**config.mk**
```make
export PLATFORM = sky130hd
export DESIGN_NAME = pipelined_barrel_shifter_flat
export DESIGN_NICKNAME = d
export VERILOG_FILES = /design/src/rtl/pipelined_barrel_shifter_if.sv /design/src/rtl/pipelined_barrel_shifter.sv /design/src/flat_wrapper.sv
export SDC_FILE = /design/constraint.sdc
export NUM_CORES = 1
export LEC_CHECK = 0
export CAP_MARGIN = 20
export CORE_ASPECT_RATIO = 1.5
export CORE_MARGIN = 4
export CORE_UTILIZATION = 50
export DETAILED_ROUTE_END_ITERATION = 16
export GPL_ROUTABILITY_DRIVEN = 1
export PLACE_DENSITY = 0.8
export SLEW_MARGIN = 0
export SYNTH_ARGS = -nofsm -noshare
export SYNTH_HDL_FRONTEND = slang
export SYNTH_SLANG_ARGS = --single-unit
```
**constraint.sdc**
```tcl
create_clock -name clk -period 3.5 [get_ports clk]
set_input_delay 1.05 -clock clk [delete_from_list [all_inputs] [get_ports clk]]
set_output_delay 1.05 -clock clk [all_outputs]
set_load 0.05 [all_outputs]
```
**src/rtl/pipelined_barrel_shifter_if.sv**
```systemverilog
// pipelined_barrel_shifter_if: operand/result valid-ready bundle; master drives in_*/out_ready, slave drives in_ready/out_*
interface pipelined_barrel_shifter_if #(
  parameter int WIDTH = 8
);
  localparam int SHW = $clog2(WIDTH);
  logic in_valid;
  logic in_ready;
  logic [WIDTH-1:0] in_data;
  logic [SHW-1:0] in_shift;
  logic [2:0] in_mode;
  logic out_valid;
  logic out_ready;
  logic [WIDTH-1:0] out_data;
  logic out_zero;
  modport master(
    output in_valid, in_data, in_shift, in_mode, out_ready,
    input in_ready, out_valid, out_data, out_zero
  );
  modport slave(
    input in_valid, in_data, in_shift, in_mode, out_ready,
    output in_ready, out_valid, out_data, out_zero
  );
endinterface

```
**src/rtl/pipelined_barrel_shifter.sv**
```systemverilog
// pipelined_barrel_shifter: SHW-stage ROR/ROL/LSR/LSL/ASR log shifter; ports clk, rst_n (sync active-low), bus (slave: in_* operand handshake, out_* result handshake)
module pipelined_barrel_shifter #(
  parameter int WIDTH = 8
) (
  input logic clk,
  input logic rst_n,
  pipelined_barrel_shifter_if.slave bus
);
  localparam int SHW = $clog2(WIDTH);
  logic adv;
  logic [SHW-1:0] v_q, v_d;
  logic [WIDTH-1:0] d_in [SHW];
  logic [WIDTH-1:0] d_q [SHW];
  logic [WIDTH-1:0] d_d [SHW];
  logic [SHW-1:0] s_q [SHW];
  logic [SHW-1:0] s_d [SHW];
  logic [2:0] m_q [SHW];
  logic [2:0] m_d [SHW];
  logic z_q, z_d;
  function automatic logic [WIDTH-1:0] shift_step(input logic [WIDTH-1:0] d, input logic [2:0] m,
                                                  input logic en, input int a);
    logic signed [WIDTH-1:0] sa;
    sa = $signed(d) >>> a;
    return !en ? d :
           m == 3'd0 ? (d >> a) | (d << (WIDTH - a)) :
           m == 3'd1 ? (d << a) | (d >> (WIDTH - a)) :
           m == 3'd2 ? d >> a :
           m == 3'd3 ? d << a :
           m == 3'd4 ? sa : d;
  endfunction
  assign adv = !(v_q[SHW-1] && !bus.out_ready);
  assign bus.in_ready = adv;
  assign bus.out_valid = v_q[SHW-1];
  assign bus.out_data = d_q[SHW-1];
  assign bus.out_zero = z_q;
  always_comb begin
    v_d[0] = bus.in_valid;
    d_in[0] = bus.in_data;
    s_d[0] = bus.in_shift;
    m_d[0] = bus.in_mode;
    for (int k = 1; k < SHW; k++) begin
      v_d[k] = v_q[k-1];
      d_in[k] = d_q[k-1];
      s_d[k] = s_q[k-1];
      m_d[k] = m_q[k-1];
    end
    for (int k = 0; k < SHW; k++) d_d[k] = shift_step(d_in[k], m_d[k], s_d[k][k], 1 << k);
    z_d = d_d[SHW-1] == '0;
  end
  always_ff @(posedge clk) begin
    if (!rst_n) begin
      v_q <= '0;
      d_q <= '{default: '0};
      s_q <= '{default: '0};
      m_q <= '{default: '0};
      z_q <= 1'b0;
    end else if (adv) begin
      v_q <= v_d;
      d_q <= d_d;
      s_q <= s_d;
      m_q <= m_d;
      z_q <= z_d;
    end
  end
endmodule

```
**src/flat_wrapper.sv**
```systemverilog
// flat-port wrapper written by rule: the top's interface ports become plain ports
module pipelined_barrel_shifter_flat 
#(
  parameter int WIDTH = 8
)
  (clk, rst_n, bus_in_valid, bus_in_data, bus_in_shift, bus_in_mode, bus_out_ready, bus_in_ready, bus_out_valid, bus_out_data, bus_out_zero);
  pipelined_barrel_shifter_if #(.WIDTH(WIDTH)) bus_i ();
  input logic clk;
  input logic rst_n;
  input wire logic [$bits(bus_i.in_valid)-1:0] bus_in_valid;
  input wire logic [$bits(bus_i.in_data)-1:0] bus_in_data;
  input wire logic [$bits(bus_i.in_shift)-1:0] bus_in_shift;
  input wire logic [$bits(bus_i.in_mode)-1:0] bus_in_mode;
  input wire logic [$bits(bus_i.out_ready)-1:0] bus_out_ready;
  output wire logic [$bits(bus_i.in_ready)-1:0] bus_in_ready;
  output wire logic [$bits(bus_i.out_valid)-1:0] bus_out_valid;
  output wire logic [$bits(bus_i.out_data)-1:0] bus_out_data;
  output wire logic [$bits(bus_i.out_zero)-1:0] bus_out_zero;
  assign bus_i.in_valid = bus_in_valid;
  assign bus_i.in_data = bus_in_data;
  assign bus_i.in_shift = bus_in_shift;
  assign bus_i.in_mode = bus_in_mode;
  assign bus_i.out_ready = bus_out_ready;
  assign bus_in_ready = bus_i.in_ready;
  assign bus_out_valid = bus_i.out_valid;
  assign bus_out_data = bus_i.out_data;
  assign bus_out_zero = bus_i.out_zero;
  pipelined_barrel_shifter #(.WIDTH(WIDTH)) u_core (.clk(clk), .rst_n(rst_n), .bus(bus_i));
endmodule
```
### Yosys cells after proc, flatten, opt, wreduce, memory -nomap -nowiden

Index checks and enable logic that the tools add are counted.
W data, S select, Z words.

* register bits after elaboration: 40
* latch bits: 0
* bits in writable memories: 0
* bits in read-only memories: 0
* input bits: 18
* output and inout port bits: 11
* logic and storage cells: 51
* memories: 0

* $add $sub $neg: 0
* multipliers: 0
* div/mod/pow operators: 0
* magnitude comparators: 0
* equal/unequal tests: 12
* shifts and indexed selects: 0
* muxes and demuxes: 18
* bitwise logic cells: 5
* reductions and logical operators: 7

Operator list (number)
* $mux W8: 15
* $mux W7: 3
* $eq A3 B2 Y1 const B: 6
* $eq A3 B1 Y1 const B: 3
* $eq A3 B3 Y1 const B: 3
* $logic_not A3 Y1: 3
* $logic_not A8 Y1: 1
* $or A4 B8 Y8: 1
* $or A6 B8 Y8: 1
* $or A7 B8 Y8: 1
* $or A8 B1 Y8: 1
* $or A8 B2 Y8: 1
* $logic_not A1 Y1: 2
* $logic_and A1 B1 Y1: 1

### Longest topological paths before layout

* word-level depth: 8
* gate-level depth with buffers: 7
* gate-level depth less buffers: 5

### Least setup slack after synthesis

OpenSTA, ideal clock, no wires.

* path kind: input to output
* from: input port bus_out_ready
* to: output port bus_in_ready
* data arrival time: 2.237 ns
* required time: 2.450 ns
* path slack: 0.213 ns
* stages on the path: 5
* path buffers: 3
* cells stage by stage: nor2b_1 > clkbuf_1 > inv_1 > clkbuf_1 > buf_1

* word-level cells in the longest chain between the ends: 3

RTL lines
* from (decl): line flat_wrapper.sv:14 `input wire logic [$bits(bus_i.out_ready)-1:0] bus_out_ready;`
* $logic_not A1 Y1: line pipelined_barrel_shifter.sv:31 `assign adv = !(v_q[SHW-1] && !bus.out_ready);`
* $logic_and A1 B1 Y1: line pipelined_barrel_shifter.sv:31
* $logic_not A1 Y1: line pipelined_barrel_shifter.sv:31
* to (decl): line flat_wrapper.sv:15 `output wire logic [$bits(bus_i.in_ready)-1:0] bus_in_ready;`

No other way between the ends.

### Worst setup path in the final report

Ends and elaborated chain as after synthesis.

==> metrics <==
RSZ-0062 raised after global routing=no; slowest CP cell=clkdlybuf4s50_1; DR iter-0 viols=74; required time of the critical path=around 2.5 ns; Gate Count Post-Synth=262; Async S/R FF share, synth=0; Die Y=86.9 um; Post-Syn Area=2080 um2; commonest non-fill, non-tap cells in the layout=nand2_1, dfxtp_1, a21boi_0, clkdlybuf4s50_1, o211ai_1; Max Cap Violations=0; fraction of layout cells with a size suffix above 1=0.100; max incr delay on CP=0.41 ns; PortBufs=28; mux contribution to synthesized area=0.0434; final setup skew=about 0.0086 ns; Slew HR=0.666; crit end category=output pin; Synth Flop Type=dfxtp_1; Worst-path clk slew=0.08 ns; Syn Nets=280; WP data arrival=1.82 ns; xor and xnor area share after synthesis=0; Yosys top cell area share=0.357; nets=just under 300; cell internal pwr=0.689 mW; Synth cell types=44; number of hold violations in the final report=0; Max Fanout on Critical Path=2; # H-tree levels=2; largest net degree at the start of global routing=38; Max Clock Freq=348 MHz; Die Wd=60.6 um; top cell type by total area after synthesis=dfxtp_1; full die area=5270 um2; Avg Cell Area, Syn=roughly 7.9 um2; combinational power share=0.209; clk_lat worst skew=0.30 ns; vias in the first global route=1898; postcts setup bufs=0; placed insts=around 320; hold-fix buffer count after cts=0; Peak VDD IR=0.000388 V; Post-Synth Simple-Gate Area=0.208; Max Root-Sink Buffers=2; GR Overflow Total=0; first-pass GRT wire length=approximately 8300 um; post_cts resized=0; core area=3990 um2; switch share=0.297; clock network fraction of total power=0.296; number of synthesis warnings=0; largest family of logic cells by synthesized area=compound AO/OA/AOI/OAI gates; DP HPWL=3390 um; EDFF count, synth=0; total number of vias=slightly below 2000; utilization after layout=0.615; Initial Util=0.520; #FFs+latches synth=37; sequential power share=0.495; Final ANT Viol Nets=0; WS Path Type=in -> out; Slew @ Worst Pin=around 0.50 ns; row count=28; Ports=29; Worst setup SP type=input port; drt total wl=4640 um; fin crit share=0.821; final std cells w/o fill=roughly 330; Synth area leaders=dfxtp_1, nand2_1, a21boi_0; vias per cell=5.99; HP Class=reg -> reg; initial antenna violation count=0; TritonCTS Sinks=37; CP Cell Sequence=clkdlybuf4s50_1 > nor2b_2 > inv_1 > buf_12; CTS tree=yes; final setup vio count=0; Total GRT Usage=0.202; post-synthesis adder-cell area fraction=0; Pwr Density=between 300 and 400 nW/um2; leak pwr=a little under 0.9 nW; WL/cell=around 14 um; sequential fraction of the synthesis area=0.357; crit path time final=2.87 ns; number of diodes=0; DRC Markers=0; drt pass-1 iters=4; area grow syn2layout=18.2%; status=finished, final reports clean; Root Buffer Master=clkbuf_8; compound-gate portion of the synthesized area=0.339; most common cell after layout, fill and taps aside=nand2_1; P_sw=0.291 mW; Slew Limit Fails=0; Sum Neg Setup Slack=0 ns; hold slack=0.456 ns; Num CTS Buffers=5; routability cong.=0.855
[metrics by stage]
step                      cell area, um2  worst slack, ns  power (mW)
after floorplan                     2080            0.213       0.632
after CTS                           2450            0.619       0.988
final                               2450            0.626       0.980
after global placement              2370            0.627       0.695
after detailed placement            2370            0.623       0.699
after global routing                2450            0.579        1.03
[worst paths after layout]
path,startpoint,to,slack (ns),cells after the start
max,bus_out_ready,bus_in_ready,0.63,4
min,u_core.bus.out_data[5],u_core.bus.out_data[5],0.46,2
min reg2reg,u_core.bus.out_data[5],u_core.bus.out_data[5],0.46,2
max reg2reg,u_core.m_d[2],u_core.bus.out_zero,1.57,5
[cells in the mapped netlist (all sizes together), types with 2 or more instances]
cell     number
mux2          8
a2bb2oi       3
o211ai       14
nor3b         5
buf           4
o21ai        10
nor2          6
o22ai        11
a221oi        4
nor2b         6
a22oi         2
inv           4
a21oi         7
nand2        61
dfxtp        37
and2          2
a22o          3
clkbuf       19
or2           3
nand2b        4
a21boi       32
[sequential cells by signal (all words and copies together), names as in the netlist]
name	count
u_core.bus.out_data	8
u_core.bus.out_zero	1
u_core.d_in	16
u_core.m_d	6
u_core.s_d	3
u_core.v_q	3
[metal layers]
metal / global-route usage / wire, um
met1: 0.206 / 1780
met2: 0.378 / 2600
met3: 0.0326 / 141
met4: 0.101 / 123
met5: 0 / 0
[critical path: cells and delay by family]
family | cells | cell delay (ns)
simple gates | 1 | 0.12
buf+inv | 3 | 0.64
[cells by family after synthesis]
family                 after synthesis
buffers and inverters               27
muxes                                8
DFF                                 37
AOI/OAI and AO/OA                   97
and+or+nand+nor                     93
[power by group through the flow]
| stage | sequential, mW | combinational (mW) | clock (mW) |
|---|---|---|---|
| floorplan | 0.508 | 0.124 | 0 |
| global placement | 0.493 | 0.203 | 0 |
| detailed placement | 0.494 | 0.205 | 0 |
| CTS | 0.484 | 0.206 | 0.298 |
| global route | 0.489 | 0.227 | 0.314 |
| finish | 0.485 | 0.205 | 0.290 |
[area by class of cell]
type	count	area (um2)
clock buffer	5	68.8
clock inverter	3	17.5
fill	355	1540
inverter	4	15.0
multi-input combinational	198	1230
sequential	37	741
tap	45	56.3
timing repair buffer	33	328
(Power assumes the default switching activity.)
